`config.mk`:
```
export PLATFORM = sky130hd
export DESIGN_NAME = plugboard_cfg
export DESIGN_NICKNAME = d
export VERILOG_FILES = /design/src/rtl/enigma_pkg.sv /design/src/rtl/onehot_enc.sv /design/src/rtl/plugboard_cfg.sv
export SDC_FILE = /design/constraint.sdc
export NUM_CORES = 1
export LEC_CHECK = 0
export CORE_MARGIN = 2
export CORE_UTILIZATION = 66
export CTS_CLUSTER_DIAMETER = 120
export DETAILED_ROUTE_END_ITERATION = 8
export PLACE_DENSITY_LB_ADDON = 0.2
export SYNTH_ARGS = -nofsm -noshare
export SYNTH_HDL_FRONTEND = slang
export SYNTH_SLANG_ARGS = --single-unit
```
`constraint.sdc`:
```
create_clock -name CLOCK_50 -period 13.55 [get_ports CLOCK_50]
set_input_delay 2.0325 -clock CLOCK_50 [delete_from_list [all_inputs] [get_ports CLOCK_50]]
set_output_delay 2.0325 -clock CLOCK_50 [all_outputs]
set_load 0.03 [all_outputs]
```
`src/rtl/enigma_pkg.sv`:
```
// Shared constants and types for the Enigma plugboard slice.
// Op encodings, default alphabet geometry, FSM state type.
package enigma_pkg;

    localparam int N_LETTERS_DEF = 26;
    localparam int IDX_W_DEF     = 5;
    localparam int MAX_PAIRS_DEF = 10;

    localparam logic [1:0] OP_ADD       = 2'd0;
    localparam logic [1:0] OP_REMOVE    = 2'd1;
    localparam logic [1:0] OP_CLEAR_ALL = 2'd2;
    localparam logic [1:0] OP_RSVD      = 2'd3;

    typedef enum logic [1:0] {
        S_IDLE,
        S_CHECK,
        S_WRITE,
        S_DONE
    } cfg_state_e;

endpackage

```
`src/rtl/onehot_enc.sv`:
```
// One-hot letter to index encoder.
// bad_o flags zero or multiple bits set.
module onehot_enc
    import enigma_pkg::*;
#(
    parameter int N_LETTERS = N_LETTERS_DEF,
    parameter int IDX_W     = IDX_W_DEF
) (
    input  logic [N_LETTERS-1:0] onehot_i,
    output logic [IDX_W-1:0]     idx_o,
    output logic                 bad_o
);

    always_comb begin
        idx_o = '0;
        for (int i = 0; i < N_LETTERS; i++) begin
            if (onehot_i[i]) begin
                idx_o = idx_o | IDX_W'(i);
            end
        end
        bad_o = !$onehot(onehot_i);
    end

endmodule

```
`src/rtl/plugboard_cfg.sv`:
```
// Plugboard: involutive letter map with a 2-stage lookup pipe
// and a handshake-driven configuration FSM.
module plugboard_cfg
    import enigma_pkg::*;
#(
    parameter int N_LETTERS = N_LETTERS_DEF,
    parameter int MAX_PAIRS = MAX_PAIRS_DEF,
    parameter int IDX_W     = IDX_W_DEF
) (
    input  logic                           CLOCK_50,
    input  logic                           reset,
    input  logic                           cfg_valid,
    output logic                           cfg_ready,
    input  logic [1:0]                     cfg_op,
    input  logic [IDX_W-1:0]               cfg_a,
    input  logic [IDX_W-1:0]               cfg_b,
    output logic                           cfg_done,
    output logic                           cfg_err,
    output logic [$clog2(MAX_PAIRS+1)-1:0] pair_count,
    input  logic                           in_valid,
    input  logic [N_LETTERS-1:0]           in_letter,
    output logic                           out_valid,
    output logic [N_LETTERS-1:0]           out_letter,
    output logic                           out_err
);

    localparam int PC_W = $clog2(MAX_PAIRS + 1);
    localparam logic [IDX_W:0] NL = (IDX_W+1)'(N_LETTERS);
    localparam logic [PC_W-1:0] PC_MAX = PC_W'(MAX_PAIRS);

    logic [IDX_W-1:0] map_q [N_LETTERS];

    cfg_state_e       state_q;
    logic [1:0]       op_q;
    logic [IDX_W-1:0] a_q, b_q;
    logic [PC_W-1:0]  pc_q;
    logic             ready_q, done_q, err_q;

    logic             a_ok, b_ok, reject;
    logic [IDX_W-1:0] map_a, map_b;

    logic             s1_v_q, s1_bad_q;
    logic [IDX_W-1:0] s1_idx_q;
    logic             ov_q, oe_q;
    logic [N_LETTERS-1:0] ol_q, lut_d;
    logic [IDX_W-1:0] enc_idx;
    logic             enc_bad;

    always_comb begin
        a_ok  = {1'b0, a_q} < NL;
        b_ok  = {1'b0, b_q} < NL;
        map_a = a_ok ? map_q[a_q] : a_q;
        map_b = b_ok ? map_q[b_q] : b_q;
        reject = 1'b1;
        unique case (op_q)
            OP_ADD: reject = !a_ok || !b_ok || (a_q == b_q) ||
                             (map_a != a_q) || (map_b != b_q) ||
                             (pc_q == PC_MAX);
            // a==b would otherwise match an unplugged letter and underflow the count
            OP_REMOVE: reject = !a_ok || !b_ok || (a_q == b_q) ||
                                (map_a != b_q);
            default: reject = 1'b1;
        endcase
    end

    always_ff @(posedge CLOCK_50) begin
        if (reset) begin
            state_q <= S_IDLE;
            ready_q <= 1'b1;
            done_q  <= 1'b0;
            err_q   <= 1'b0;
            pc_q    <= '0;
            op_q    <= OP_ADD;
            a_q     <= '0;
            b_q     <= '0;
            for (int i = 0; i < N_LETTERS; i++) begin
                map_q[i] <= IDX_W'(i);
            end
        end else begin
            done_q <= 1'b0;
            err_q  <= 1'b0;
            unique case (state_q)
                S_IDLE: begin
                    if (cfg_valid && ready_q) begin
                        op_q    <= cfg_op;
                        a_q     <= cfg_a;
                        b_q     <= cfg_b;
                        ready_q <= 1'b0;
                        state_q <= (cfg_op == OP_CLEAR_ALL) ? S_WRITE : S_CHECK;
                    end
                end
                S_CHECK: begin
                    if (reject) begin
                        state_q <= S_DONE;
                        done_q  <= 1'b1;
                        err_q   <= 1'b1;
                    end else begin
                        state_q <= S_WRITE;
                    end
                end
                S_WRITE: begin
                    if (op_q == OP_ADD) begin
                        map_q[a_q] <= b_q;
                        map_q[b_q] <= a_q;
                        pc_q       <= pc_q + PC_W'(1);
                    end else if (op_q == OP_REMOVE) begin
                        map_q[a_q] <= a_q;
                        map_q[b_q] <= b_q;
                        pc_q       <= pc_q - PC_W'(1);
                    end else begin
                        for (int i = 0; i < N_LETTERS; i++) begin
                            map_q[i] <= IDX_W'(i);
                        end
                        pc_q <= '0;
                    end
                    state_q <= S_DONE;
                    done_q  <= 1'b1;
                end
                S_DONE: begin
                    state_q <= S_IDLE;
                    ready_q <= 1'b1;
                end
            endcase
        end
    end

    onehot_enc #(
        .N_LETTERS(N_LETTERS),
        .IDX_W    (IDX_W)
    ) u_enc (
        .onehot_i(in_letter),
        .idx_o   (enc_idx),
        .bad_o   (enc_bad)
    );

    // map_q is read before any same-cycle WRITE lands
    assign lut_d = N_LETTERS'(1) << map_q[s1_idx_q];

    always_ff @(posedge CLOCK_50) begin
        if (reset) begin
            s1_v_q   <= 1'b0;
            s1_bad_q <= 1'b0;
            s1_idx_q <= '0;
            ov_q     <= 1'b0;
            oe_q     <= 1'b0;
            ol_q     <= '0;
        end else begin
            s1_v_q   <= in_valid;
            s1_bad_q <= enc_bad;
            s1_idx_q <= enc_idx;
            ov_q     <= s1_v_q;
            oe_q     <= s1_v_q && s1_bad_q;
            ol_q     <= (s1_v_q && !s1_bad_q) ? lut_d : '0;
        end
    end

    assign cfg_ready  = ready_q;
    assign cfg_done   = done_q;
    assign cfg_err    = err_q;
    assign pair_count = pc_q;
    assign out_valid  = ov_q;
    assign out_letter = ol_q;
    assign out_err    = oe_q;

endmodule

```
==> results of run 1 <==
sequential cells by signal, summed over array words and instances, names as in the netlist, 2 cells and up, named ones only:
name and count:
op_q 2, b_q 5, a_q 5, out_letter 26, pair_count 4, state_q 2
map_q 160
report_power, final:
part           internal, uW  leakage (uW)  switching [uW]  total (uW)
Combinational           292       0.00320             431         723
Clock                   409      0.000404             281         689
Sequential              780       0.00196            50.1         830
Total                  1480       0.00556             762        2240
synth_stat cells (8+ instances only):
cell,count
nand2b_1,11
a31oi_1,11
a22oi_1,60
dfxtp_1,66
o21ai_0,8
buf_4,12
nor3b_1,9
mux2i_1,113
mux4_2,103
nor3_1,15
clkbuf_1,69
edfxtp_1,160
nor2_1,98
a32oi_1,13
buf_1,8
ha_1,29
o22ai_1,80
mux2_2,8
nand2_1,118
a21oi_1,34
fa_1,21
nor2b_1,16
xnor2_1,13
nand3_1,38
inv_1,60
buf_2,18
logic make-up (layout without fill, tap and decap cells):
kind of cell	count (synthesis)	count (layout)	synth area share (%)
fa+ha+maj	50	50	5.28
mux	227	227	24.3
flops	226	226	41.3
buf+inv	173	213	5.05
compound gates	242	242	11.3
xor+xnor	20	20	1.18
simple gates	360	360	11.6
final timing paths:
check / from / endpoint / slack [ns]
max reg2reg: register / state_q[0] / 9.84
min reg2reg: s1_bad_q / out_err / 0.50
max: in_letter[5] / s1_bad_q / 7.05
min: s1_bad_q / out_err / 0.50
metrics by stage:
step / cells / util [%] / total power (uW) / setup WS [ns] / cell area (um^2)
after global placement: 1574 / 72.0 / 1520 / 6.61 / 15800
after floorplan: 1298 / - / 1330 / 7.23 / 14800
after CTS: 1618 / 75.7 / 2220 / 7.03 / 16600
final: 1618 / 75.7 / 2240 / 7.05 / 16600
after global routing: 1618 / 75.7 / 2320 / 6.78 / 16600
after detailed placement: 1574 / 72.0 / 1540 / 6.49 / 15800
layout by cell type (no fill, tap or decap), drive strengths merged, types with 7 or more instances in the layout:
| master | n |
|---|---|
| a21oi | 34 |
| a22oi | 60 |
| a31oi | 11 |
| a32oi | 13 |
| and2 | 7 |
| buf | 30 |
| clkbuf | 38 |
| clkdlybuf4s50 | 76 |
| clkinv | 7 |
| dfxtp | 66 |
| edfxtp | 160 |
| fa | 21 |
| ha | 29 |
| inv | 61 |
| mux2 | 8 |
| mux2i | 114 |
| mux4 | 105 |
| nand2 | 118 |
| nand2b | 11 |
| nand3 | 38 |
| nand3b | 9 |
| nor2 | 98 |
| nor2b | 16 |
| nor3 | 15 |
| nor3b | 9 |
| nor4 | 7 |
| o21ai | 9 |
| o22ai | 80 |
| or2 | 10 |
| xnor2 | 13 |
| xor2 | 7 |
final cells by class:
class	instances	area, um^2
multi-input cells	899	8100
flip-flops and latches	226	6130
clock buffers	38	768
well taps	280	350
fillers	1458	5330
clock inverters	6	60.1
repair buffers	106	986
inverters	63	236
worst max-delay path: stages:
cell             delay, ns
clkdlybuf4s50_1       0.51
inv_1                 0.06
ha_1                  0.26
inv_1                 0.05
fa_1                  0.52
fa_1                  0.50
inv_1                 0.05
fa_1                  0.47
fa_1                  0.54
fa_1                  0.41
inv_1                 0.08
fa_1                  0.16
inv_1                 0.07
fa_1                  0.45
a21o_1                0.17
a21oi_1               0.17
xnor2_1               0.09
nor4_1                0.19
a21oi_1               0.11
routing by layer:
metal  GRT usage (%)  vias up
met5               0        -
met4            22.5        0
met3            14.0      274
met2            62.5     1173
li1                -     5065
met1            58.3     5841
==> results_dict.tcl, run 1 <==
set metrics [dict create \
    area_growth_syn_to_layout_pct 12.2 \
    routabilityCongestion 1.09 \
    final_nets 1412 \
    cts_setup_buffers 0 \
    synth_area_um2 14800 \
    cts.sinks 226 \
    top_layer_used "met4" \
    path_class "input port to register" \
    synth-seq-cells 226 \
    finalClockSkew_ns 0.0110 \
    fmax_mhz 154 \
    worst_pin_slew_ns 1.42 \
    cts-htree-levels 1 \
    synth_area_leader_cell "edfxtp_1" \
    min_path_cells 1 \
    io_pins 77 \
    num_antenna_cells 0 \
    synthCells 1298 \
    wl_per_cell_um 31.1 \
    die_y_um 154 \
    slew_headroom_pct 4.98 \
    rsz0062_at_grt "false" \
    grt_pass1_vias 11900 \
    syn_nets 1390 \
    grt_pass1_wl_um 75200 \
    vias 12400 \
    fp.coreArea_um2 22000 \
    die_area_um2 23700 \
    status "finished, final reports clean" \
    clock_latency_ns 0.53 \
    ys_async_sr_fraction_pct 0 \
    grt-ovfl-total 0 \
    synth.top_cell.area_share_pct 32.4 \
    drv_cap 0 \
    die_x_um 154 \
    fin_crit_ns 6.50 \
    cts-buffers-inserted 24 \
    postCtsResizedCells 0 \
    power.density_nw_per_um2 135 \
    leakagePower_uw 0.00556 \
    timing.hold.ws_ns 0.503 \
    clockBufferDepth 3 \
    met2_length_um 21300 \
    viasPerCell 7.63 \
    place.port_buffers 76 \
    dr.pass1.iters 6 \
    drt_iter0_drc 1851 \
    wl_met3_um 8050 \
    ys_seq_area_share_pct 41.3 \
    antenna_found_initial 1 \
    root_buffer "clkbuf_16" \
    synth_top_flop_cell "edfxtp_1" \
    setup_viol 0 \
    drc 0 \
    dp_hpwl_um 34400 \
    antenna_left 0 \
    layout-drive-gt1-share_pct 15.8 \
    end_kind "register" \
    hp-class "register to register" \
    track_usage_pct 43.0 \
    wirelength_um 50300 \
    synth_edf_count 160 \
    vdd_ir_drop_max_mv 0.128 \
    setup_tns_ns 0 \
    slew_viol_final 0 \
    reg2reg_depth 9 \
    required_ns 13.95 \
    rows 54 \
    postCtsHoldBufs 0 \
    syn_area_per_cell_um2 11.4 \
    critPathMaxFanout 3 \
    tritoncts "built" \
    critPathLaunchType "input port" \
    synth-warning-count 0 \
    wl_met1_um 17400 \
    critPathArrivalTime_ns 6.90 \
    clk_pin_slew_ns 0.06 \
    hold_viol 0 \
    grt_max_degree 50 \
    synth.area.top_cells "edfxtp_1 32%, mux4_2 16%, dfxtp_1 8.9%, mux2i_1 7.6%, o22ai_1 3.4%" \
    yosysUniqueCellTypes 73 \
    fin_crit_sh_pct 48.0 \
    initial_core_util_pct 67.5 \
]
Note: power is estimated with default switching activity, not from simulation.
==> run 2, diff against run 1 <==
- CORE_UTILIZATION: 66 -> 56
- clock period: 13.55 -> 5.5 ns (I/O delays scaled with it)
==> run 2 against run 1 <==
Net effect: clock power up 150%; cell area rose by 1.2%; worst hold slack improved by 0.0055 ns; global-route usage is 6.3 points lower; sequential power increased to 2.6 times the previous value; total power rose by 150%; register-to-register slack worse by 8.7 ns; via count down 0.71%; critical path depth is the same; critical endpoint unchanged; highest routed layer is now met5.
==> results_dict.tcl, run 2 (synthesis gave the netlist of run 1 again) <==
set metrics [dict create \
    antenna_found_initial 1 \
    cts-buffers-inserted 25 \
    largest_register "map_q" \
    final_nets 1431 \
    finalClockSkew_ns 0.0131 \
    nFillCells 2030 \
    regArea_um2 6130 \
    drt_iter0_drc 1832 \
    cts_setup_buffers 0 \
    drc 0 \
    cts-htree-levels 1 \
    leakagePower_uw 0.00565 \
    die_area_um2 27800 \
    layout_common_cells "160 x edfxtp_1, 118 x nand2_1, 103 x mux2i_1, 103 x mux4_2, 98 x nor2_1" \
    slew_headroom_pct 28.4 \
    routabilityCongestion 1.04 \
    multi_input_area_um2 8080 \
    setup_tns_ns 0 \
    antenna_left 0 \
    wl_per_cell_um 30.0 \
    required_ns 5.92 \
    finalNonFillerCells 1694 \
    largest_register_ffs 160 \
    setup_viol 0 \
    dp_cells 1647 \
    postCtsResizedCells 0 \
    fin_crit_sh_pct 95.2 \
    layout-drive-gt1-share_pct 17.4 \
    dr.pass1.iters 7 \
    slew_viol_final 0 \
    root_buffer "clkbuf_16" \
    postCtsHoldBufs 0 \
    cts.sinks 226 \
    area_growth_syn_to_layout_pct 13.6 \
    grt_pass1_wl_um 76200 \
    track_usage_pct 36.7 \
    clk_pin_slew_ns 0.06 \
    final_common_cell "edfxtp_1" \
    rows 59 \
    clockBufferDepth 3 \
    grt_pass1_vias 12200 \
    viasPerCell 7.24 \
    fp.coreArea_um2 26100 \
    place.port_buffers 76 \
    finalCoreUtilization_pct 64.6 \
    status "finished, final reports clean" \
    die_y_um 167 \
    io_pins 77 \
    fin_crit_ns 5.23 \
    end_kind "register" \
    grt_max_degree 36 \
    r2r_slack_ns 1.15 \
    vias 12300 \
    drv_cap 0 \
    path_class "input port to register" \
    power.density_nw_per_um2 332 \
    critPathArrivalTime_ns 5.65 \
    dp_hpwl_um 36400 \
    grt-ovfl-total 0 \
    initial_core_util_pct 56.9 \
    vdd_ir_drop_max_mv 0.253 \
    worst_pin_slew_ns 1.07 \
    rsz0062_at_grt "false" \
    hold_viol 0 \
    die_x_um 167 \
    critPathLaunchType "input port" \
    critPathMaxFanout 2 \
    wirelength_um 50900 \
    clock_latency_ns 0.55 \
    fmax_mhz 191 \
    tritoncts "built" \
    hp-class "register to register" \
]
run 2: cell types whose count changed in the layout (fill, tap and decap cells not counted), moves of 2 or more:
cell,delta
a21oi_2,+2
clkinvlp_4,+3
inv_4,+2
clkinv_4,-2
inv_6,+3
clkbuf_1,-6
buf_4,+17
clkbuf_16,-3
clkinv_2,+3
run 2: path summary, 6_finish.rpt:
| path | from | to | cells past startpoint |
|---|---|---|---|
| max | in_letter[4] | s1_bad_q | 19 |
| max reg2reg | a_q[4] | state_q[0] | 8 |
| min reg2reg | s1_bad_q | out_err | 1 |
| min | s1_bad_q | out_err | 1 |
run 2: metal layers:
layer | share of wire (%) | routed length [um] | up-vias | GRT usage (%)
li1 | - | - | 5089 | -
met4 | 7.0 | 3550 | 2 | 20.0
met3 | 14 | 7310 | 240 | 13.6
met5 | 0.028 | 14 | - | 0
met2 | 43 | 21800 | 965 | 53.9
met1 | 36 | 18300 | 5969 | 47.4
run 2: layout make-up:
class | count | area share (%)
clock buffers | 29 | 3.98
inverters | 63 | 1.40
clock inverters | 17 | 0.951
well taps | 335 | 2.49
diodes | 1 | 0.0149
repair buffers | 124 | 6.73
multi-input cells | 899 | 48.0
flip-flops and latches | 226 | 36.4
run 2: where the power goes:
part           internal (uW)  switching, uW
sequential              1920            195
combinational            757           1000
clock                    977            743
total                   3660           1940
run 2: per-stage QoR:
stage / cell area, um^2 / hold WS (ns) / total power, uW / setup slack (ns)
6_report: 16800 / 0.508 / 5600 / 0.267
5_1_grt: 16800 / 0.530 / 5800 / 0.0250
4_1_cts: 16800 / 0.510 / 5540 / 0.216
3_5_place_dp: 16000 / 0.501 / 3850 / -0.313
3_3_place_gp: 16000 / 0.495 / 3790 / -0.218
2_1_floorplan: 14800 / 0.445 / 3280 / 0.385
run 2: worst max-delay path: stages:
cell             delay, ns
clkdlybuf4s50_1       0.48
inv_1                 0.05
ha_1                  0.26
inv_1                 0.05
fa_1                  0.53
fa_1                  0.52
inv_1                 0.06
fa_1                  0.47
fa_1                  0.54
fa_1                  0.41
inv_1                 0.08
fa_1                  0.17
inv_1                 0.07
fa_1                  0.44
a21o_1                0.18
a21oi_2               0.15
xnor2_1               0.08
nor4_1                0.17
a21oi_1               0.10
==> run 3, diff against run 2 <==
- CORE_MARGIN: 2 -> 3
==> run 3 against run 2 <==
Net effect: combinational power about the same; cell area increased by 0.13%; highest routed layer is now met4; final cell count decreased by 0.30%.
==> results_dict.tcl, run 3 (synthesis gave the netlist of run 1 again) <==
set metrics [dict create \
    die_area_um2 28500 \
    critPathLaunchType "input port" \
    cts_setup_buffers 0 \
    place.port_buffers 76 \
    vdd_ir_drop_max_mv 0.337 \
    hold_viol 0 \
    p_switching_uw 1890 \
    sw_frac_of_total_pct 33.7 \
    p_clk_share_pct 31.3 \
    critPathArrivalTime_ns 5.68 \
    clk_pin_slew_ns 0.05 \
    dp_hpwl_um 35200 \
    power.density_nw_per_um2 334 \
    clockBufferDepth 3 \
    grt_pass1_vias 12000 \
    multi_input_area_um2 8100 \
    track_usage_pct 34.5 \
    fin_crit_ns 5.27 \
    largest_register "map_q" \
    routabilityCongestion 1.09 \
    clock_latency_ns 0.54 \
    grt_max_degree 36 \
    final_nets 1431 \
    design_area_um2 16900 \
    critPathMaxFanout 2 \
    power_frac_seq_pct 37.5 \
    wl_per_cell_um 29.3 \
    grt-ovfl-total 0 \
    slew_viol_final 0 \
    area_growth_syn_to_layout_pct 13.7 \
    dp_cells 1641 \
    grt_pass1_wl_um 74400 \
    antenna_left 0 \
    finalNonFillerCells 1689 \
    placed_area_um2 16000 \
    fp.coreArea_um2 25600 \
    finalClockSkew_ns 0.0200 \
    tritoncts "built" \
    required_ns 5.90 \
    largest_register_ffs 160 \
    drv_cap 0 \
    vias 12500 \
    regArea_um2 6130 \
    cts-buffers-inserted 26 \
    total_power_uw 5620 \
    path_class "input port to register" \
    setup_viol 0 \
    cts.sinks 226 \
    layout_common_cells "160 x edfxtp_1, 118 x nand2_1, 103 x mux2i_1, 103 x mux4_2, 98 x nor2_1" \
    end_kind "register" \
    postCtsHoldBufs 0 \
    postCtsResizedCells 0 \
    wirelength_um 49500 \
    worst_pin_slew_ns 1.38 \
    hp-class "register to register" \
    drt_iter0_drc 2154 \
    fmax_mhz 190 \
    final_common_cell "edfxtp_1" \
    rows 58 \
    leakagePower_uw 0.00567 \
    die_y_um 169 \
    slew_headroom_pct 7.39 \
    num_antenna_cells 0 \
    initial_core_util_pct 57.9 \
    antenna_found_initial 0 \
    io_pins 77 \
    rsz0062_at_grt "false" \
    power_frac_comb_pct 31.2 \
    cts-htree-levels 1 \
    status "finished, final reports clean" \
    dr.pass1.iters 6 \
    die_x_um 169 \
    intPower_uw 3730 \
    post-place-ws_ns -0.343 \
    fin_crit_sh_pct 95.9 \
    fin_ws_ns 0.227 \
    viasPerCell 7.38 \
    nFillCells 1946 \
    drc 0 \
    root_buffer "clkbuf_16" \
    timing.hold.ws_ns 0.503 \
    layout-drive-gt1-share_pct 17.0 \
]
==> run 3: changes by cell type in the layout (fill, tap and decap cells not counted), moves of 2 or more <==
cell,change
clkbuf_16,+3
clkbuf_1,+6
inv_6,-2
clkinvlp_4,-3
inv_4,-2
a21oi_2,-2
==> run 3: worst paths after layout <==
check,cells past startpoint,end,slack (ns),from
worst max-delay path,19,s1_bad_q,0.23,in_letter[4]
worst min-delay path,1,out_err,0.50,s1_bad_q
worst max register to register,8,state_q[0],1.56,a_q[3]
worst min register to register,1,out_err,0.50,s1_bad_q
==> run 3: layout make-up <==
class                           instances  share of cell area, %
Clock inverter                         10                  0.594
Inverter                               63                   1.40
Sequential cell                       226                   36.4
Multi-Input combinational cell        899                   48.0
Tap cell                              330                   2.45
Timing Repair Buffer                  123                   6.60
Clock buffer                           38                   4.56
==> run 3: worst max-delay path, stage by stage <==
cell and delay [ns]:
clkdlybuf4s50_1 0.49, inv_1 0.05, ha_1 0.27, inv_1 0.05, fa_1 0.52, fa_1 0.50
inv_1 0.06, fa_1 0.48, fa_1 0.54, fa_1 0.41, inv_1 0.08, fa_1 0.17
inv_1 0.07, fa_1 0.45, a21o_1 0.17, a21oi_1 0.17, xnor2_1 0.09, nor4_1 0.17
a21oi_1 0.11
==> run 3: routing by layer <==
metal  global-route usage (%)  up-vias  part of all wire (%)
li1                         -     5074                     -
met1                     48.3     5982                    35
met2                     49.8     1189                    42
met3                     10.9      220                    17
met4                     15.3        0                   6.3
met5                        0        -                     0
==> run 3: through the flow <==
stage	utilization, %	TNS [ns]
CTS	65.8	0
global placement	62.4	-0.215
detailed placement	62.4	-0.343
global route	65.8	0
finish	65.8	0
floorplan	-	0
==> run 3: power groups by stage <==
stage          Clock (uW)  Sequential (uW)  Combinational (uW)
2_1_floorplan           0             2020                1260
3_3_place_gp            0             2130                1640
3_5_place_dp            0             2140                1690
4_1_cts              1760             2100                1700
5_1_grt              1840             2120                1880
6_report             1760             2110                1750
